--- src/rtl/sqrt_ctrl.sv ---
//------------------------------------------------------------------------------
// sqrt_ctrl : control FSM for an iterative square-root datapath
// Revision  : 1.0 - initial release
//------------------------------------------------------------------------------
`default_nettype none

module sqrt_ctrl #(
    parameter int MAX_ITER = 256,
    parameter int CNT_W    = 9
) (
    input  logic             clk,
    input  logic             rst_n,
    input  logic             start_i,
    input  logic             ack_i,
    input  logic             N_o,
    output logic             boot_o,
    output logic             wr_square_o,
    output logic             wr_root_o,
    output logic             muxes_o,
    output logic             ready_o,
    output logic             busy_o,
    output logic             done_o,
    output logic             ovf_o,
    output logic [CNT_W-1:0] iter_o
);

    localparam logic [CNT_W-1:0] C_MAX_CNT = CNT_W'(MAX_ITER);

    typedef enum logic [2:0] {
        S_IDLE   = 3'd0,
        S_BOOT   = 3'd1,
        S_CHECK  = 3'd2,
        S_UPDATE = 3'd3,
        S_DONE   = 3'd4
    } state_t;

    state_t           state_q, state_d;
    logic [CNT_W-1:0] iter_q,  iter_d;
    logic             ovf_q,   ovf_d;

    always_ff @(posedge clk) begin
        if (!rst_n) begin
            state_q <= S_IDLE;
            iter_q  <= '0;
            ovf_q   <= 1'b0;
        end else begin
            state_q <= state_d;
            iter_q  <= iter_d;
            ovf_q   <= ovf_d;
        end
    end

    always_comb begin
        state_d     = state_q;
        iter_d      = iter_q;
        ovf_d       = ovf_q;
        boot_o      = 1'b0;
        wr_square_o = 1'b0;
        wr_root_o   = 1'b0;
        muxes_o     = 1'b0;
        ready_o     = 1'b0;
        busy_o      = 1'b0;
        done_o      = 1'b0;

        case (state_q)
            S_IDLE: begin
                ready_o = 1'b1;
                if (start_i) state_d = S_BOOT;
            end
            S_BOOT: begin
                boot_o      = 1'b1;
                wr_square_o = 1'b1;
                wr_root_o   = 1'b1;
                busy_o      = 1'b1;
                iter_d      = '0;
                ovf_d       = 1'b0;
                state_d     = S_CHECK;
            end
            S_CHECK: begin
                muxes_o = 1'b1;
                busy_o  = 1'b1;
                // A negative result terminates normally even on the last allowed iteration.
                if (N_o) begin
                    state_d = S_DONE;
                end else if (iter_q == C_MAX_CNT) begin
                    ovf_d   = 1'b1;
                    state_d = S_DONE;
                end else begin
                    state_d = S_UPDATE;
                end
            end
            S_UPDATE: begin
                wr_square_o = 1'b1;
                wr_root_o   = 1'b1;
                busy_o      = 1'b1;
                iter_d      = iter_q + CNT_W'(1);
                state_d     = S_CHECK;
            end
            S_DONE: begin
                done_o = 1'b1;
                if (ack_i) state_d = S_IDLE;
            end
            default: begin
                state_d = S_IDLE;
            end
        endcase
    end

    assign ovf_o  = ovf_q;
    assign iter_o = iter_q;

endmodule

`default_nettype wire

--- config.mk ---
export PLATFORM = sky130hd
export DESIGN_NAME = sqrt_ctrl
export DESIGN_NICKNAME = d
export VERILOG_FILES = /design/src/rtl/sqrt_ctrl.sv
export SDC_FILE = /design/constraint.sdc
export NUM_CORES = 1
export LEC_CHECK = 0
export ABC_AREA = 0
export CAP_MARGIN = 20
export CORE_MARGIN = 2
export CORE_UTILIZATION = 45
export DETAILED_ROUTE_END_ITERATION = 12
export PLACE_DENSITY = 0.77
export SLEW_MARGIN = 20
export SYNTH_ARGS = -nofsm -noshare
export SYNTH_HDL_FRONTEND = slang
export SYNTH_SLANG_ARGS = --single-unit
--- constraint.sdc ---
create_clock -name clk -period 1.6 [get_ports clk]
set_clock_uncertainty 0.05 [all_clocks]
set_input_delay 0.24 -clock clk [delete_from_list [all_inputs] [get_ports clk]]
set_output_delay 0.24 -clock clk [all_outputs]
set_load 0.05 [all_outputs]
=== After elaboration in Yosys (flattened, before gate mapping) ===
Index checks and enable logic that the tools add are counted.

* Bits in registers: 13
* Input bits: 5
* Word-level logic and storage cells: 35

* $add $sub $neg: 1
* Equal/unequal tests: 9
* Muxes and demuxes: 15
* Reductions and logical operators: 7

{| class="wikitable"
|+ Operators by type and width
! cell !! number
|-
| $pmux 9 s2 || 1
|-
| $mux 3 || 4
|-
| $pmux 3 s4 || 1
|-
| $add 9x1->9 const B || 1
|-
| $eq 9x9->1 const B || 1
|-
| $mux 1 || 8
|-
| $ne 2x2->1 const B || 4
|-
| $eq 3x2->1 const B || 2
|-
| $reduce_bool 2->1 || 2
|-
| $eq 3x1->1 const B || 1
|-
| $eq 3x3->1 const B || 1
|-
| $logic_not 3->1 || 1
|-
| $reduce_and 3->1 || 1
|-
| $reduce_or 3->1 || 1
|-
| $pmux 1 s2 || 1
|-
| $reduce_and 2->1 || 1
|-
| $reduce_or 2->1 || 1
|}

=== Logic depth before layout (Yosys ltp) ===
* Depth after elaboration: 4
* Mapped depth: 5
* Depth with buffers taken out: 5

=== Worst setup path before layout ===
No wires, ideal clock.

* Kind: register to register
* Start point: register state_q[1]
* End point: register state_q[2]
* Setup time: 69 ps
* Arrival time: 2120 ps
* Data required time: 1481 ps
* Setup slack: -639 ps
* Cell stages (with the launch flop): 5
* Path buffers: 1
* Clock period less this slack: 2239 ps
* Cells stage by stage: dfxtp_1 -> clkbuf_1 -> nor3b_1 -> o21ai_0 -> nor2_1

* Longest elaborated chain between the ends: 3
* Elaborated cells on any way between the ends: 10

{| class="wikitable"
|+ RTL lines
! what !! line !! source
|-
| start, declared || 37 || <nowiki>state_t state_q, state_d;</nowiki>
|-
| start signal, assigned || 47 || <nowiki>state_q <= state_d;</nowiki>
|-
| $eq 3x2->1, or another cell as far along || 65 || <nowiki>case (state_q)</nowiki>
|-
| $reduce_or 2->1 (no line) / $ne 2x2->1 (equally long branches) || n/a ||
|-
| $pmux 3 s4 / $reduce_and 2->1 (equally long branches) || n/a ||
|}

Parallel ways exist; a longest one is shown, timed or not.
A chain may end at the register's enable or synchronous reset.

=== Worst setup path after layout ===
* Start point: register state_q[2]
* End point: output port boot_o

* Longest elaborated chain between the ends: 2

{| class="wikitable"
|+ RTL lines
! what !! line !! source
|-
| $eq 3x1->1 || 65 ||
|-
| $mux 1 || 65 ||
|-
| end, declared || 16 || <nowiki>output logic boot_o,</nowiki>
|}

Every way passes these cells.

==> out/results.ini <==
[grt]
antenna_found_initial = 0
grt_pass1_wl_um = 3139
grt_pass1_vias = 707
track_usage_pct = 22.02
overflow = 0
grt_max_degree = 11

[min_path]
hold_end = iter_o[8]
hp-class = flop to flop
hp-start = iter_o[8]
holdPathStages = 2

[floorplanning]
placementRows = 14
coreArea_sq_mm = 0.001524
die_h_um = 44.44
start_util_pct = 48.28
io-pin-count = 22
fp.dieW_um = 44.44
dieArea_sq_mm = 0.001974

[placement]
postPlaceCellArea_sq_mm = 0.001100
numPortBuffers = 21
gp_congestion = 0.7260
place_hpwl_um = 1447
placed_cells = 121

[critical_path]
cp.required_ns = 1.31
cp_max_fo = 4
endpoint_kind = output pin
arrival_ns = 1.26
reg2reg_setup_slack_ns = 0.10
rr_endpoint = state_q[1]
r2r_start = iter_o[0]
path_class = flop to output pin
cp-start-kind = flop
reg2reg_depth = 5

[clock_network]
clockRootBuffer = clkbuf_4
cts_hold_buf = 0
numCtsBuffers = 3
worstSkewPairLatency_ns = 0.27
h-tree-depth = 1
clkTransAtPathRegs_ns = 0.08
cts.path.max_buffers = 2
tritoncts = built
cts.sinks = 13

[timing]
finalMaxSlewViolations = 0
post-route-period-util_pct = 96.64
finalSetupTns_ns = 0
period_minus_slack_ns = 1.546
fmax_ghz = 0.6468
worstMarginPinSlew_ns = 0.5532
setup_viol = 0
relSlewSlack_pct = 62.60
hold_slack_ns = 0.4561
hold_violations = 0

[layout]
layout-drive-gt1-share_pct = 41.07
final_cell_count_no_fill = 128
num-fill-cells = 88
final_net_count = 120
antennaDiodeCount = 0
final_util_pct = 77.67
final_cell_mix = buf_12 (12), buf_4 (12), dfxtp_1 (7)
areaGrowthSynthToFinish_pct = 60.88
final_area_sq_mm = 0.001184

[routing]
wl_per_cell_um = 15.45
vias_per_cell = 5.859
drc = 0
postRouteAntennaNets = 0
dr.pass1.iters = 4
first_iter_violations = 9
vias = 750
wl_um = 1977

[synthesis]
yosys_warnings = 0
synth-seq-area-share_pct = 35.37
synth_area_leader_cell = dfxtp_1
synth_fp_nets = 91
synthTopCellsByArea = dfxtp_1 (35%), a21oi_1 (4.1%), nor4b_2 (4.1%), o31ai_1 (4.1%), or4_1 (4.1%)
synthFlopType = dfxtp_1
synth.distinct_cells = 34
netlist.area_leader.share_pct = 35.37
postSynth.asyncResetShare_pct = 0
syn_avg_cell_area_sq_um = 8.758
synth_edf_count = 0
netlist_area_sq_um = 735.7
synth_cells = 84
yosys_register_bits = 13

[power]
p_seq_share_pct = 39.2
p_switching_mw = 0.2883
pwr-share-comb_pct = 37.1
sw_frac_of_total_pct = 33.27
power.density_mw_per_mm2 = 732.0
clkPwrFrac_pct = 23.7
ir_drop_uv = 552.6
leakage_nw = 0.4716
p_int_mw = 0.5781

[status]
outcome = complete, no violations

[flow_run]
maxCapViolations = 0

[synthesized netlist by cell type (2+ instances only)]
library cell and count:
nor4b_2 2, nor4b_1 2, o31ai_1 4, nand2_1 6, a21oi_1 6, nand3_1 4, dfxtp_1 13, inv_1 6
ha_1 2, or4_1 4, and2_1 2, o21ai_0 4, a21boi_0 3, buf_4 2, nor2_1 4, nor2b_1 2
[per-layer routing]
layer / share of wire [%] / global-route usage [%] / wire length [um]
met4: 0.91 / 10.30 / 18
met2: 51 / 36.47 / 1009
met3: 5.4 / 6.122 / 106
met1: 43 / 26.26 / 842
met5: 0 / 0 / 0
[worst max-delay path by stage]
stage | from | endpoint | depth (start not counted) | slack (ns)
2_1_floorplan | state_q[1] | state_q[2] | 4 | -0.10
3_5_place_dp | N_o | state_q[1] | 4 | -0.002
6_report | state_q[2] | boot_o | 3 | 0.05
5_1_grt | state_q[0] | done_o | 4 | -0.009
4_1_cts | state_q[0] | boot_o | 3 | 0.02
3_3_place_gp | N_o | state_q[1] | 4 | 0.12
[area by class of cell]
class / count / area [sq um] / area share [%]
Clock buffer: 4 / 26.28 / 2.220
Inverter: 6 / 26.28 / 2.220
Multi-Input combinational cell: 61 / 470.5 / 39.75
Sequential cell: 13 / 270.3 / 22.83
Tap cell: 16 / 20.02 / 1.691
Timing Repair Buffer: 28 / 370.4 / 31.29
[power by group through the flow]
stage / logic (mW) / clock network (mW) / registers, mW
2_1_floorplan: 0.162 / 0 / 0.345
3_3_place_gp: 0.286 / 0 / 0.346
3_5_place_dp: 0.291 / 0 / 0.347
4_1_cts: 0.297 / 0.209 / 0.340
5_1_grt: 0.334 / 0.221 / 0.340
6_report: 0.321 / 0.205 / 0.340
[registers in the layout (all words and copies together) (netlist names)]
name	flops
state_q	3
ovf_o	1
iter_o	9
[worst max-delay path: stages (launching register included)]
cell and delay (ns):
dfxtp_1 0.35, or3b_4 0.42, inv_2 0.08, buf_12 0.13
[stage by stage]
step	power [mW]	setup slack [ns]
global route	0.8963	-0.009443
CTS	0.8469	0.02474
detailed placement	0.6379	-0.002061
floorplan	0.5076	-0.1027
finish	0.8664	0.05381
global placement	0.6318	0.1213
[logic make-up (layout without fill, tap and decap cells)]
family	after synthesis	in the layout	share of synthesized area [%]
AND/OR/NAND/NOR	35	35	32.65
buffers and inverters	10	38	6.291
multiplexers	1	1	1.361
flip-flops	13	13	35.37
AO/OA/AOI/OAI	23	23	20.92
adder cells (fa/ha/maj)	2	2	3.401
[what timing repair did]
| action | CTS | global route |
|---|---|---|
| resized for setup | 6 | 4 |
| buffers inserted | 0 | 3 |
| setup endpoints to repair | 5 | 6 |
Note: power is estimated with default switching activity, not from simulation.
